## config.mk

```make
export PLATFORM = sky130hd
export DESIGN_NAME = mem_cmd_initiator_flat
export DESIGN_NICKNAME = d
export VERILOG_FILES = /design/src/rtl/mem_proto_pkg.sv /design/src/rtl/mem_cmd_initiator_if.sv /design/src/rtl/mem_tag_queue.sv /design/src/rtl/mem_cmd_initiator.sv /design/src/flat_wrapper.sv
export SDC_FILE = /design/constraint.sdc
export NUM_CORES = 1
export LEC_CHECK = 0
export BUFFER_PORTS_ARGS = -buffer_cell sky130_fd_sc_hd__buf_2
export CORE_ASPECT_RATIO = 0.5
export CORE_UTILIZATION = 55
export DETAILED_ROUTE_END_ITERATION = 12
export PLACE_DENSITY = 0.88
export SLEW_MARGIN = 25
export SYNTH_ARGS = -nofsm -noshare
export SYNTH_HDL_FRONTEND = slang
export SYNTH_SLANG_ARGS = --single-unit
export TNS_END_PERCENT = 30
```

## constraint.sdc

```tcl
create_clock -name clk -period 3.8 [get_ports clk]
set_input_delay 0.76 -clock clk [delete_from_list [all_inputs] [get_ports clk]]
set_output_delay 0.76 -clock clk [all_outputs]
set_load 0.02 [all_outputs]
```

## src/rtl/mem_proto_pkg.sv

```systemverilog
// ============================================================================
// Module  : mem_proto_pkg
// Brief   : Opcodes and FSM state encodings for the memory-controller byte
//           protocol, shared by the initiator, mem_controller and benches.
// Rev     : 1.0
// ============================================================================
`default_nettype none

package mem_proto_pkg;

    localparam logic [7:0] CMD_READ  = 8'd48;
    localparam logic [7:0] CMD_WRITE = 8'd49;

    localparam logic [1:0] C_IDLE = 2'd0;
    localparam logic [1:0] C_CMD  = 2'd1;
    localparam logic [1:0] C_ADDR = 2'd2;
    localparam logic [1:0] C_DATA = 2'd3;

    localparam logic [1:0] R_IDLE = 2'd0;
    localparam logic [1:0] R_POP  = 2'd1;
    localparam logic [1:0] R_HOLD = 2'd2;

    function automatic logic [7:0] cmd_opcode(input logic is_write);
        return is_write ? CMD_WRITE : CMD_READ;
    endfunction

endpackage

`default_nettype wire

```

## src/rtl/mem_cmd_initiator_if.sv

```systemverilog
// ============================================================================
// Module  : mem_cmd_initiator_if
// Brief   : Request, command-FIFO, response-FIFO and response signal bundle
//           of the memory command initiator.
// Rev     : 1.0
// ============================================================================
`default_nettype none

interface mem_cmd_initiator_if #(
    parameter int WIDTH = 8
);
    logic             req_valid;
    logic             req_ready;
    logic             req_write;
    logic [WIDTH-1:0] req_addr;
    logic [WIDTH-1:0] req_data;
    logic             cmd_fifo_full;
    logic             cmd_fifo_wr_en;
    logic [WIDTH-1:0] cmd_fifo_din;
    logic             rsp_fifo_empty;
    logic             rsp_fifo_rd_en;
    logic [WIDTH-1:0] rsp_fifo_dout;
    logic             rsp_valid;
    logic             rsp_ready;
    logic [WIDTH-1:0] rsp_data;
    logic [WIDTH-1:0] rsp_addr;
    logic             rsp_unexpected;

    modport master (
        input  req_valid, req_write, req_addr, req_data,
        input  cmd_fifo_full, rsp_fifo_empty, rsp_fifo_dout, rsp_ready,
        output req_ready, cmd_fifo_wr_en, cmd_fifo_din, rsp_fifo_rd_en,
        output rsp_valid, rsp_data, rsp_addr, rsp_unexpected
    );

    modport slave (
        output req_valid, req_write, req_addr, req_data,
        output cmd_fifo_full, rsp_fifo_empty, rsp_fifo_dout, rsp_ready,
        input  req_ready, cmd_fifo_wr_en, cmd_fifo_din, rsp_fifo_rd_en,
        input  rsp_valid, rsp_data, rsp_addr, rsp_unexpected
    );
endinterface

`default_nettype wire

```

## src/rtl/mem_tag_queue.sv

```systemverilog
// ============================================================================
// Module  : mem_tag_queue
// Brief   : Small synchronous FIFO of outstanding read addresses; dout shows
//           the entry at the read pointer combinationally.
// Rev     : 1.0
// ============================================================================
`default_nettype none

module mem_tag_queue #(
    parameter int WIDTH = 8,
    parameter int DEPTH = 8
) (
    input  wire logic             clk,
    input  wire logic             rst,
    input  wire logic             i_push,
    input  wire logic [WIDTH-1:0] i_din,
    input  wire logic             i_pop,
    output logic      [WIDTH-1:0] o_dout
);
    localparam int c_PW = $clog2(DEPTH);

    logic [WIDTH-1:0] r_mem [DEPTH];
    logic [c_PW-1:0]  r_wr_ptr;
    logic [c_PW-1:0]  r_rd_ptr;

    // DEPTH is a power of two, so pointers wrap naturally.
    always_ff @(posedge clk) begin
        if (rst) begin
            r_wr_ptr <= '0;
            r_rd_ptr <= '0;
        end else begin
            if (i_push) r_wr_ptr <= r_wr_ptr + 1'b1;
            if (i_pop)  r_rd_ptr <= r_rd_ptr + 1'b1;
        end
    end

    always_ff @(posedge clk) begin
        if (i_push) r_mem[r_wr_ptr] <= i_din;
    end

    assign o_dout = r_mem[r_rd_ptr];
endmodule

`default_nettype wire

```

## src/rtl/mem_cmd_initiator.sv

```systemverilog
// ============================================================================
// Module  : mem_cmd_initiator
// Brief   : Serialises word requests into command-FIFO bytes and returns
//           address-tagged read data. MEM_CMD_INITIATOR_STATS_EN adds counters.
// Rev     : 1.0
// ============================================================================
`default_nettype none

module mem_cmd_initiator
    import mem_proto_pkg::*;
#(
    parameter int WIDTH           = 8,
    parameter int MAX_OUTSTANDING = 8
) (
    input  wire logic            clk,
    input  wire logic            rst,
    mem_cmd_initiator_if.master  bus
`ifdef MEM_CMD_INITIATOR_STATS_EN
    ,
    output logic [15:0]          stat_writes,
    output logic [15:0]          stat_reads,
    output logic [7:0]           stat_unexpected
`endif
);
    localparam int                c_OW      = $clog2(MAX_OUTSTANDING) + 1;
    localparam logic [c_OW-1:0]   c_MAX_OUT = c_OW'(MAX_OUTSTANDING);

    logic [1:0]       r_cstate;
    logic [1:0]       r_rstate;
    logic             r_write;
    logic [WIDTH-1:0] r_addr;
    logic [WIDTH-1:0] r_data;
    logic [c_OW-1:0]  r_outstanding;
    logic [WIDTH-1:0] r_rsp_data;
    logic [WIDTH-1:0] r_rsp_addr;
    logic             r_unexp;

    logic             w_req_ready;
    logic             w_wr_en;
    logic [WIDTH-1:0] w_din;
    logic             w_accept;
    logic             w_rd_accept;
    logic             w_rd_en;
    logic             w_rsp_hs;
    logic             w_have_out;
    logic             w_tag_pop;
    logic [WIDTH-1:0] w_tag_dout;

    // req_ready and rd_en are masked while rst is held so every output reads 0.
    always_comb begin
        w_req_ready = 1'b0;
        w_wr_en     = 1'b0;
        w_din       = '0;
        case (r_cstate)
            C_IDLE: w_req_ready = !rst && (bus.req_write || (r_outstanding < c_MAX_OUT));
            C_CMD: begin
                w_wr_en = !bus.cmd_fifo_full;
                w_din   = WIDTH'(cmd_opcode(r_write));
            end
            C_ADDR: begin
                w_wr_en = !bus.cmd_fifo_full;
                w_din   = r_addr;
            end
            C_DATA: begin
                w_wr_en = !bus.cmd_fifo_full;
                w_din   = r_data;
            end
            default: ;
        endcase
    end

    assign w_accept    = bus.req_valid && w_req_ready;
    assign w_rd_accept = w_accept && !bus.req_write;
    assign w_rd_en     = !rst && (r_rstate == R_IDLE) && !bus.rsp_fifo_empty;
    assign w_rsp_hs    = (r_rstate == R_HOLD) && bus.rsp_ready;
    assign w_have_out  = (r_outstanding != '0);
    assign w_tag_pop   = (r_rstate == R_POP) && w_have_out;

    always_ff @(posedge clk) begin
        if (rst) begin
            r_cstate <= C_IDLE;
            r_write  <= 1'b0;
            r_addr   <= '0;
            r_data   <= '0;
        end else begin
            case (r_cstate)
                C_IDLE: if (w_accept) begin
                    r_write  <= bus.req_write;
                    r_addr   <= bus.req_addr;
                    r_data   <= bus.req_data;
                    r_cstate <= C_CMD;
                end
                C_CMD:  if (w_wr_en) r_cstate <= C_ADDR;
                C_ADDR: if (w_wr_en) r_cstate <= r_write ? C_DATA : C_IDLE;
                C_DATA: if (w_wr_en) r_cstate <= C_IDLE;
                default: r_cstate <= C_IDLE;
            endcase
        end
    end

    always_ff @(posedge clk) begin
        if (rst) begin
            r_rstate   <= R_IDLE;
            r_rsp_data <= '0;
            r_rsp_addr <= '0;
            r_unexp    <= 1'b0;
        end else begin
            r_unexp <= 1'b0;
            case (r_rstate)
                R_IDLE: if (w_rd_en) r_rstate <= R_POP;
                R_POP: begin
                    if (w_have_out) begin
                        r_rsp_data <= bus.rsp_fifo_dout;
                        r_rsp_addr <= w_tag_dout;
                        r_rstate   <= R_HOLD;
                    end else begin
                        r_unexp  <= 1'b1;
                        r_rstate <= R_IDLE;
                    end
                end
                R_HOLD: if (bus.rsp_ready) r_rstate <= R_IDLE;
                default: r_rstate <= R_IDLE;
            endcase
        end
    end

    always_ff @(posedge clk) begin
        if (rst) begin
            r_outstanding <= '0;
        end else begin
            case ({w_rd_accept, w_rsp_hs})
                2'b10:   r_outstanding <= r_outstanding + 1'b1;
                2'b01:   r_outstanding <= r_outstanding - 1'b1;
                default: ;
            endcase
        end
    end

    mem_tag_queue #(
        .WIDTH (WIDTH),
        .DEPTH (MAX_OUTSTANDING)
    ) u_tag_queue (
        .clk    (clk),
        .rst    (rst),
        .i_push (w_rd_accept),
        .i_din  (bus.req_addr),
        .i_pop  (w_tag_pop),
        .o_dout (w_tag_dout)
    );

    assign bus.req_ready      = w_req_ready;
    assign bus.cmd_fifo_wr_en = w_wr_en;
    assign bus.cmd_fifo_din   = w_din;
    assign bus.rsp_fifo_rd_en = w_rd_en;
    assign bus.rsp_valid      = (r_rstate == R_HOLD);
    assign bus.rsp_data       = r_rsp_data;
    assign bus.rsp_addr       = r_rsp_addr;
    assign bus.rsp_unexpected = r_unexp;

`ifdef MEM_CMD_INITIATOR_STATS_EN
    logic [15:0] r_stat_writes;
    logic [15:0] r_stat_reads;
    logic [7:0]  r_stat_unexp;

    always_ff @(posedge clk) begin
        if (rst) begin
            r_stat_writes <= '0;
            r_stat_reads  <= '0;
            r_stat_unexp  <= '0;
        end else begin
            if ((r_cstate == C_DATA) && w_wr_en) r_stat_writes <= r_stat_writes + 1'b1;
            if (w_rsp_hs)                        r_stat_reads  <= r_stat_reads + 1'b1;
            if (r_unexp)                         r_stat_unexp  <= r_stat_unexp + 1'b1;
        end
    end

    assign stat_writes     = r_stat_writes;
    assign stat_reads      = r_stat_reads;
    assign stat_unexpected = r_stat_unexp;
`endif
endmodule

`default_nettype wire
```

## src/flat_wrapper.sv

```systemverilog
// flat-port wrapper written by rule: the top's interface ports become plain ports
module mem_cmd_initiator_flat import mem_proto_pkg::*;
#(
    parameter int WIDTH           = 8,
    parameter int MAX_OUTSTANDING = 8
)
  (clk, rst, bus_req_valid, bus_req_write, bus_req_addr, bus_req_data, bus_cmd_fifo_full, bus_rsp_fifo_empty, bus_rsp_fifo_dout, bus_rsp_ready, bus_req_ready, bus_cmd_fifo_wr_en, bus_cmd_fifo_din, bus_rsp_fifo_rd_en, bus_rsp_valid, bus_rsp_data, bus_rsp_addr, bus_rsp_unexpected);
  mem_cmd_initiator_if #(.WIDTH(WIDTH)) bus_i ();
  input  wire logic clk;
  input  wire logic rst;
  input wire logic [$bits(bus_i.req_valid)-1:0] bus_req_valid;
  input wire logic [$bits(bus_i.req_write)-1:0] bus_req_write;
  input wire logic [$bits(bus_i.req_addr)-1:0] bus_req_addr;
  input wire logic [$bits(bus_i.req_data)-1:0] bus_req_data;
  input wire logic [$bits(bus_i.cmd_fifo_full)-1:0] bus_cmd_fifo_full;
  input wire logic [$bits(bus_i.rsp_fifo_empty)-1:0] bus_rsp_fifo_empty;
  input wire logic [$bits(bus_i.rsp_fifo_dout)-1:0] bus_rsp_fifo_dout;
  input wire logic [$bits(bus_i.rsp_ready)-1:0] bus_rsp_ready;
  output wire logic [$bits(bus_i.req_ready)-1:0] bus_req_ready;
  output wire logic [$bits(bus_i.cmd_fifo_wr_en)-1:0] bus_cmd_fifo_wr_en;
  output wire logic [$bits(bus_i.cmd_fifo_din)-1:0] bus_cmd_fifo_din;
  output wire logic [$bits(bus_i.rsp_fifo_rd_en)-1:0] bus_rsp_fifo_rd_en;
  output wire logic [$bits(bus_i.rsp_valid)-1:0] bus_rsp_valid;
  output wire logic [$bits(bus_i.rsp_data)-1:0] bus_rsp_data;
  output wire logic [$bits(bus_i.rsp_addr)-1:0] bus_rsp_addr;
  output wire logic [$bits(bus_i.rsp_unexpected)-1:0] bus_rsp_unexpected;
  assign bus_i.req_valid = bus_req_valid;
  assign bus_i.req_write = bus_req_write;
  assign bus_i.req_addr = bus_req_addr;
  assign bus_i.req_data = bus_req_data;
  assign bus_i.cmd_fifo_full = bus_cmd_fifo_full;
  assign bus_i.rsp_fifo_empty = bus_rsp_fifo_empty;
  assign bus_i.rsp_fifo_dout = bus_rsp_fifo_dout;
  assign bus_i.rsp_ready = bus_rsp_ready;
  assign bus_req_ready = bus_i.req_ready;
  assign bus_cmd_fifo_wr_en = bus_i.cmd_fifo_wr_en;
  assign bus_cmd_fifo_din = bus_i.cmd_fifo_din;
  assign bus_rsp_fifo_rd_en = bus_i.rsp_fifo_rd_en;
  assign bus_rsp_valid = bus_i.rsp_valid;
  assign bus_rsp_data = bus_i.rsp_data;
  assign bus_rsp_addr = bus_i.rsp_addr;
  assign bus_rsp_unexpected = bus_i.rsp_unexpected;
  mem_cmd_initiator #(.WIDTH(WIDTH), .MAX_OUTSTANDING(MAX_OUTSTANDING)) u_core (.clk(clk), .rst(rst), .bus(bus_i));
endmodule
```

-- Word level (Yosys, flattened, before mapping)
Memory sizes are Yosys's and may differ from the RTL's. A register that Yosys moved wholly into a read port is not among the register bits.
Index checks and enable logic that the tools add are counted.
- register bits after elaboration: 40
- memory bits (writable): 64
- output and inout port bits: 29
- word-level logic and storage cells: 70
- memories kept: 1
- add/sub/neg operators: 4
- order comparisons: 1
- equality and inequality tests: 13
- mux-type cells: 18
- bitwise gates (word level): 1
- reduce and logical (&&, ||, !) cells: 22
- memories (name ; words ; bits a word ; read ports ; clocked after Yosys merged registers in ; wr ports ; RTL line ; source):
    u_core.u_tag_queue.r_mem ; 8 ; 8 ; 1 ; 1 ; 1 ; mem_tag_queue.sv:22 ; logic [WIDTH-1:0] r_mem [DEPTH];
- operators with widths (operator ; number):
    case mux 8 bit (3 select lines) ; 1
    two-way mux 2 bit ; 8
    != test 2 bit (second input constant) ; 5
    equality test 2 bit (second input constant) ; 4
    case mux 2 bit (4 select lines) ; 1
    case mux 4 bit (2 select lines) ; 1
    logical AND 1 bit ; 7
    adder 3 x 1 -> 3 bit (second input constant) ; 2
    equality test 2 x 1 -> 1 bit (second input constant) ; 3
    two-way mux 1 bit ; 6
    case mux 2 bit (3 select lines) ; 1
    AND reduction 2 bit ; 3
    adder 4 x 1 -> 4 bit (second input constant) ; 1
    logical NOT 1 bit ; 4
    logical NOT 2 bit ; 2
    less-than comparator 4 bit (second input constant) ; 1
    AND reduction 4 bit ; 1
    nonzero test 4 bit ; 1
    subtractor 4 x 1 -> 4 bit (second input constant) ; 1
    OR reduction 3 bit ; 1
    != test 2 x 1 -> 1 bit (second input constant) ; 1
    nonzero test 2 bit ; 1
    OR reduction 2 bit ; 1
    logical OR 1 bit ; 1
    inverter 1 bit ; 1

-- Logic depth before layout (Yosys ltp)
Gate-level depths: netlist of the first run.
- depth in word-level cells: 8
- mapped depth: 11

-- By module
A second synthesis of the first run with hierarchy kept.
- cell total of the unflattened synthesis: 355
- area, all modules: 4658.2 µm²
- modules (own cells, without submodules) (module ; times used ; cells an instance ; area an instance (µm²)):
    mem_tag_queue ; 1 ; 132 ; 2836.5
    mem_cmd_initiator ; 1 ; 223 ; 1821.7

-- Worst setup path before layout of the first run
OpenSTA, ideal clock, no wires.
- kind: in2reg
- start point: input port bus_req_valid
- end point: register u_core.r_outstanding[3]
- arrival time: 2.615 ns
- data required time: 3.679 ns
- slack: 1.065 ns
- cell stages on the path: 8
- cell sequence: nor2b_1 -> and3_1 -> clkbuf_1 -> inv_1 -> ha_1 -> or3_1 -> o32ai_1 -> mux2_2
- longest elaborated chain between the ends: 4
- elaborated cells between the ends (all ways): 6
- RTL lines (what ; RTL line ; source):
    from (decl) ; flat_wrapper.sv:11 ; input wire logic [$bits(bus_i.req_valid)-1:0] bus_req_valid;
    logical AND 1 bit (*) ; mem_cmd_initiator.sv:72 ; assign w_accept = bus.req_valid && w_req_ready;
    logical AND 1 bit (*) ; mem_cmd_initiator.sv:73 ; assign w_rd_accept = w_accept && !bus.req_write;
    equality test 2 x 1 -> 1 bit or equality test 2 bit (tied branches) ; mem_cmd_initiator.sv:131 ; case ({w_rd_accept, w_rsp_hs})
    case mux 4 bit (2 select lines) or nonzero test 2 bit (tied branches) ; n/a ;
    to (signal assigned) ; mem_cmd_initiator.sv:132 ; 2'b10: r_outstanding <= r_outstanding + 1'b1;
    to (signal assigned) ; mem_cmd_initiator.sv:133 ; 2'b01: r_outstanding <= r_outstanding - 1'b1;
    to (decl) ; mem_cmd_initiator.sv:33 ; logic [c_OW-1:0] r_outstanding;
Mark *: on every way between the ends. The rest lies on a longest branch, timed or not.
A chain may end at the register's enable or synchronous reset.

-- Final worst setup path of the first run
- start point: register u_core.r_cstate[0]
- end point: register u_core.r_outstanding[3]
- longest elaborated chain between the ends: 6
- elaborated cells between the ends (all ways): 8
- RTL lines (what ; RTL line ; source):
    from (decl) ; mem_cmd_initiator.sv:28 ; logic [1:0] r_cstate;
    from (signal assigned) ; mem_cmd_initiator.sv:94 ; C_ADDR: if (w_wr_en) r_cstate <= r_write ? C_DATA : C_IDLE;
    logical NOT 2 bit (*) ; mem_cmd_initiator.sv:54 ; case (r_cstate)
    two-way mux 1 bit (*) ; mem_cmd_initiator.sv:54 ;
    logical AND 1 bit (*) ; mem_cmd_initiator.sv:72 ;
    logical AND 1 bit (*) ; mem_cmd_initiator.sv:73 ;
    equality test 2 x 1 -> 1 bit or equality test 2 bit (tied branches) ; mem_cmd_initiator.sv:131 ;
    case mux 4 bit (2 select lines) or nonzero test 2 bit (tied branches) ; n/a ;
Marks and branches as above.

==> flow_metrics.env, run 1 <==
export IMPL_rsz0062_at_grt="no"
export IMPL_slew_violations=0
export IMPL_syn_area_per_cell_sq_um=12.90
export IMPL_numCtsBuffers=9
export IMPL_ant_nets=0
export IMPL_skew_ns=0.007192
export IMPL_reg2reg_setup_slack_ns=1.09
export IMPL_drc=0
export IMPL_fin_crit_sh_pct=71.39
export IMPL_track_usage_pct=22.27
export IMPL_slowest_stage="dfxtp_1"
export IMPL_drive_gt1_share_pct=25.49
export IMPL_place_gp_congestion=0.7964
export IMPL_ys_types=39
export IMPL_holdPathStages=2
export IMPL_syn_area_sq_um=4488
export IMPL_synth_seq_cells=112
export IMPL_path_cells="nor2_1 -> and3_1 -> inv_1 -> ha_1 -> or3_1 -> o32ai_1 -> mux2_2"
export IMPL_place_hpwl_mm=5.468
export IMPL_start_util_pct=59.07
export IMPL_std_cell_rows=22
export IMPL_area_delta_synth_final_pct=14.94
export IMPL_postCtsHoldBufs=0
export IMPL_die_h_um=65.88
export IMPL_nFillCells=531
export IMPL_path_clk_slew_ns=0.07
export IMPL_async_reset_ff_share_pct=0
export IMPL_yosys_warnings=0
export IMPL_min_to="u_core.bus.rsp_data[1]"
export IMPL_post_cts_resized=0
export IMPL_cts_max_path_buffers=2
export IMPL_final_net_count=443
export IMPL_htreeDepth=3
export IMPL_slew_headroom_pct=36.13
export IMPL_num_io_pins=60
export IMPL_postLayoutCellArea_sq_um=5159
export IMPL_syn_inst=348
export IMPL_peakVddDrop_mv=0.2343
export IMPL_outcome="finished clean"
export IMPL_min_period_ns=2.713
export IMPL_vias=2804
export IMPL_first_pass_iters=4
export IMPL_placed_area_sq_um=4881
export IMPL_seq_area_frac_synth_pct=64.23
export IMPL_diodes=0
export IMPL_fmax_mhz=368.6
export IMPL_path_delay_family="simple AND/OR/NAND/NOR gates"
export IMPL_cp_end_kind="register"
export IMPL_wl_mm=8.630
export IMPL_ff2ff_path_depth=7
export IMPL_grt_max_degree=52
export IMPL_crit_buf_inv=1
export IMPL_cp_data_required_time_ns=4.03
export IMPL_power_leakage_nw=1.921
export IMPL_via_per_inst=5.392
export IMPL_r2r_start="u_core.r_cstate[0]"
export IMPL_dp_cells=504
export IMPL_grt_pass1_vias=2764
export IMPL_grt_pass1_wl_mm=13.74
export IMPL_synth_top_flop_cell="edfxtp_1"
export IMPL_wire_per_inst_um=16.60
export IMPL_worst_pin_slew_ns=0.9546
export IMPL_hold_viol_final=0
export IMPL_layout_setup_ws_ns=1.087
export IMPL_floorplan_die_area_sq_um=8547
export IMPL_finalNonFillerCells=520
export IMPL_power_density_nw_per_um2=455.0
export IMPL_hold_class="register to register"
export IMPL_utilization_pct=67.90
export IMPL_r2r_end="u_core.r_outstanding[3]"
export IMPL_io_buffers=59
export IMPL_maxCapViolations=0
export IMPL_grt_overflow=0
export IMPL_syn_nets=384
export IMPL_crit_type="register to register"
export IMPL_worstHoldStart="u_core.bus.rsp_data[1]"
export IMPL_post_cts_buffers=0
export IMPL_root_buffer="clkbuf_16"
export IMPL_coreArea_sq_um=7597
export IMPL_worstPathArrival_ns=2.95
export IMPL_die_width_um=129.8
export IMPL_synth_edf_count=64
export IMPL_preCtsSetupSlack_ns=0.8836
export IMPL_setup_viol=0
export IMPL_cts_tree="done"
export IMPL_cp_start_kind="register"
export IMPL_drt_iter0_drc=205
export IMPL_cp_max_fo=14
export IMPL_antenna_found_initial=0
export IMPL_clkSinkCount=112
export IMPL_slowest_delay_ns=0.48
export IMPL_tns_ns=0
export IMPL_clk_insertion_delay_late_ns=0.34
[cells by family after synthesis]
| kind of cell | after synthesis | share of synthesized area, % |
|---|---|---|
| multiplexers | 26 | 10.37 |
| adder cells (fa/ha/maj) | 5 | 1.394 |
| flip-flops | 112 | 64.23 |
| buffers and inverters | 35 | 3.429 |
| XOR/XNOR | 7 | 1.366 |
| AO/OA/AOI/OAI | 46 | 5.660 |
| AND/OR/NAND/NOR | 117 | 13.55 |
[layout make-up]
cell class / instances / area, sq um / area share [%]
tap: 108 / 135.1 / 2.619
timing repair buffer: 66 / 347.8 / 6.743
sequential: 112 / 2883 / 55.88
clock buffer: 9 / 225.2 / 4.366
clock inverter: 7 / 47.55 / 0.9217
multi-input combinational: 201 / 1456 / 28.23
inverter: 17 / 63.81 / 1.237
[power by group]
| group | total, mW | leakage [nW] | switching, mW | internal [mW] |
|---|---|---|---|---|
| sequential | 1.33 | 0.967 | 0.0242 | 1.31 |
| clock | 0.859 | 0.135 | 0.414 | 0.445 |
| combinational | 0.155 | 0.819 | 0.0909 | 0.0640 |
[layer usage]
metal  vias to the layer above  wire (um)  global-route usage, %
met1                      1340       4006                  30.28
met5                         -          0                      0
met3                         8        521                  4.935
met2                        86       3992                  33.56
li1                       1370          -                      -
met4                         0        110                  12.35
[cell usage after synthesis (5+ instances only)]
master	n	area (sq um)
edfxtp_1	64	1922
dfxtp_1	48	960.9
nor2_1	28	105.1
nand2_1	27	101.4
inv_1	17	63.81
a21oi_1	16	80.08
mux4_2	16	360.4
o21ai_0	16	80.08
nor2b_1	15	93.84
nand3b_1	14	105.1
nor3_1	12	60.06
clkbuf_1	10	37.54
o22ai_1	9	56.30
mux2i_1	6	60.06
ha_1	5	62.56
nand2b_1	5	31.28
[worst register-to-register path: stages, from the launching register on]
cell and delay [ns]:
dfxtp_1 0.48, nor2_1 0.34, and3_1 0.32, inv_1 0.16, ha_1 0.41, or3_1 0.39, o32ai_1 0.15, mux2_2 0.36
[worst max-delay path by stage]
| stage | end | depth (start not counted) | slack (ns) | startpoint |
|---|---|---|---|---|
| finish | u_core.r_outstanding[3] | 7 | 1.09 | u_core.r_cstate[0] |
| global route | u_core.r_outstanding[2] | 10 | 0.81 | u_core.r_cstate[0] |
| CTS | u_core.r_outstanding[3] | 7 | 1.12 | u_core.r_cstate[0] |
| detailed placement | u_core.r_outstanding[3] | 8 | 0.88 | rst |
| global placement | u_core.r_outstanding[3] | 8 | 0.96 | rst |
| floorplan | u_core.r_outstanding[3] | 8 | 1.06 | bus_req_valid |
[sequential cells by signal, indices dropped and copies added (netlist names)]
register and flops:
u_core.u_tag_queue.r_rd_ptr 3, u_core.u_tag_queue.r_mem 64, u_core.r_addr 8, u_core.u_tag_queue.r_wr_ptr 3
u_core.bus.rsp_unexpected 1, u_core.r_data 8, u_core.r_write 1, u_core.r_cstate 2
u_core.bus.rsp_data 8, u_core.bus.rsp_addr 8, u_core.r_rstate 2, u_core.r_outstanding 4
[per-stage QoR]
stage	power (mW)	hold slack, ns
6_report	2.347	0.4515
5_1_grt	2.429	0.4728
4_1_cts	2.359	0.4553
3_5_place_dp	1.514	0.4462
3_3_place_gp	1.508	0.4381
2_1_floorplan	1.457	0.4465
[placed cells by master (no fill, tap or decap), drive strengths merged, types with 12 or more instances in the layout]
master / instances
buf: 66
edfxtp: 64
dfxtp: 48
nor2: 29
nand2: 27
inv: 18
a21oi: 16
o21ai: 16
mux4: 16
nor2b: 15
nand3b: 14
nor3: 12
Power figures use the tool's default switching activity.
==> inputs of run 2 (changes only) <==
==> constraint.sdc (replaced) <==
create_clock -name clk -period 2.8 [get_ports clk]
set_input_delay 0.56 -clock clk [delete_from_list [all_inputs] [get_ports clk]]
set_output_delay 0.56 -clock clk [all_outputs]
set_load 0.02 [all_outputs]
==> run 2 against run 1 <==
Wire length increased by 1.7%. Critical path depth increased by 1. Design area increased by 1.4%. Flip-flop and latch count unchanged. Worst hold slack got worse by 0.061 ns. Worst setup slack got worse by 0.52 ns. Global-route usage increased by 0.55 points. Power increased by 39%. Sequential share of layout area decreased by 0.76 points. Clock skew increased by 0.0013 ns. Count of clock-buffer cells in the layout increased by 2. Largest cell class unchanged. Highest routed layer unchanged.
==> flow_metrics.env, run 2 (synthesized netlist as in run 1, its figures left out) <==
export IMPL_outcome="finished clean"
export IMPL_hold_class="primary input to register"
export IMPL_cp_start_kind="primary input"
export IMPL_clkSinkCount=112
export IMPL_drt_iter0_drc=277
export IMPL_slew_violations=0
export IMPL_coreArea_sq_um=7597
export IMPL_antenna_found_initial=0
export IMPL_final_cell_mix="edfxtp_1 (64), buf_2 (59), dfxtp_1 (48)"
export IMPL_hold_viol_final=0
export IMPL_die_h_um=65.88
export IMPL_track_usage_pct=22.82
export IMPL_area_delta_synth_final_pct=16.53
export IMPL_place_gp_congestion=0.7365
export IMPL_tns_ns=0
export IMPL_worst_pin_slew_ns=0.8257
export IMPL_start_util_pct=59.07
export IMPL_cts_tree="done"
export IMPL_grt_pass1_wl_mm=13.99
export IMPL_largest_register_ffs=64
export IMPL_slowest_stage="ha_1"
export IMPL_clk_insertion_delay_late_ns=0.34
export IMPL_drc=0
export IMPL_drive_gt1_share_pct=26.43
export IMPL_path_clk_slew_ns=0.07
export IMPL_skew_ns=0.008460
export IMPL_layout_setup_ws_ns=0.5639
export IMPL_worstHoldStart="bus_rsp_fifo_empty"
export IMPL_place_hpwl_mm=5.813
export IMPL_wire_per_inst_um=16.62
export IMPL_power_density_nw_per_um2=624.2
export IMPL_path_delay_family="simple AND/OR/NAND/NOR gates"
export IMPL_seq_area_sq_um=2883
export IMPL_holdWs_ns=0.3907
export IMPL_wl_mm=8.777
export IMPL_final_net_count=451
export IMPL_preCtsSetupSlack_ns=0.2122
export IMPL_cp_data_required_time_ns=3.03
export IMPL_setup_viol=0
export IMPL_vias=2895
export IMPL_htreeDepth=3
export IMPL_numCtsBuffers=9
export IMPL_std_cell_rows=22
export IMPL_post_cts_resized=0
export IMPL_first_pass_iters=5
export IMPL_utilization_pct=68.84
export IMPL_cts_max_path_buffers=2
export IMPL_num_io_pins=60
export IMPL_crit_type="primary input to register"
export IMPL_r2r_start="u_core.r_outstanding[3]"
export IMPL_maxCapViolations=0
export IMPL_power_leakage_nw=1.967
export IMPL_io_buffers=59
export IMPL_slowest_delay_ns=0.41
export IMPL_grt_pass1_vias=2830
export IMPL_cp_max_fo=7
export IMPL_die_width_um=129.8
export IMPL_min_period_ns=2.236
export IMPL_multi_input_area_sq_um=1451
export IMPL_rsz0062_at_grt="no"
export IMPL_ant_nets=0
export IMPL_global_route_usage_met1_pct=28.87
export IMPL_crit_buf_inv=2
export IMPL_grt_max_degree=52
export IMPL_post_cts_buffers=0
export IMPL_peakVddDrop_mv=0.3529
export IMPL_floorplan_die_area_sq_um=8547
export IMPL_grt_busiest_layer="met2"
export IMPL_grt_overflow=0
export IMPL_fin_crit_sh_pct=79.86
export IMPL_top_register="u_core.u_tag_queue.r_mem"
export IMPL_slew_headroom_pct=44.88
export IMPL_grtUsageMet3_pct=5.421
export IMPL_root_buffer="clkbuf_16"
export IMPL_diodes=0
export IMPL_mostFrequentLayoutCell="edfxtp_1"
export IMPL_via_per_inst=5.483
export IMPL_path_cells="buf_2 -> nor2b_1 -> and3_1 -> inv_1 -> ha_1 -> or3_1 -> o32ai_1 -> mux2_2"
export IMPL_cp_end_kind="register"
export IMPL_use_met2_pct=38.44
export IMPL_nFillCells=531
export IMPL_postCtsHoldBufs=0
export IMPL_fmax_mhz=447.2
export IMPL_worstPathArrival_ns=2.46
export IMPL_total_power_mw=3.265
export IMPL_worstSetupStartpoint="rst"
run 2: cell types whose count changed in the layout (fill, tap and decap cells not counted), sizes merged:
cell	previous run	this run
buf	66	74
bufinv	0	1
clkbuf	9	11
clkinv	6	3
run 2: final timing paths:
| check | to | slack [ns] | cells after the start |
|---|---|---|---|
| worst max-delay path | u_core.r_outstanding[3] | 0.56 | 8 |
| worst min-delay path | u_core.r_rstate[0] | 0.39 | 2 |
| worst max register to register | u_core.r_outstanding[3] | 0.57 | 7 |
| worst min register to register | u_core.bus.rsp_data[2] | 0.45 | 2 |
run 2: routing by layer:
layer	up-vias	part of all wire, %
li1	1384	-
met5	-	0
met1	1384	44
met2	111	46
met4	0	1.9
met3	16	7.3
run 2: cell type report:
cell class | instances | area share (%)
clock buffer | 11 | 4.450
clock inverter | 5 | 1.077
multi-input combinational | 201 | 27.75
tap | 108 | 2.584
inverter | 17 | 1.220
timing repair buffer | 74 | 7.799
sequential | 112 | 55.12
run 2: worst register-to-register path: stages (launching register included):
cell and delay, ns:
dfxtp_1 0.34, nor2_1 0.16, and3_1 0.19, inv_1 0.11, ha_1 0.41, or3_1 0.39
o32ai_1 0.15, mux2_2 0.37
run 2: per-stage QoR:
stage / instances / area (sq um)
after floorplan: 348 / 4488
after global placement: 512 / 4941
after detailed placement: 512 / 4941
after CTS: 528 / 5230
after global routing: 528 / 5230
final: 528 / 5230
run 2: report_power, final:
| part | leakage [nW] | internal [mW] | switching [mW] |
|---|---|---|---|
| registers | 0.967 | 1.78 | 0.0224 |
| logic | 0.858 | 0.0949 | 0.135 |
| clock network | 0.142 | 0.695 | 0.540 |
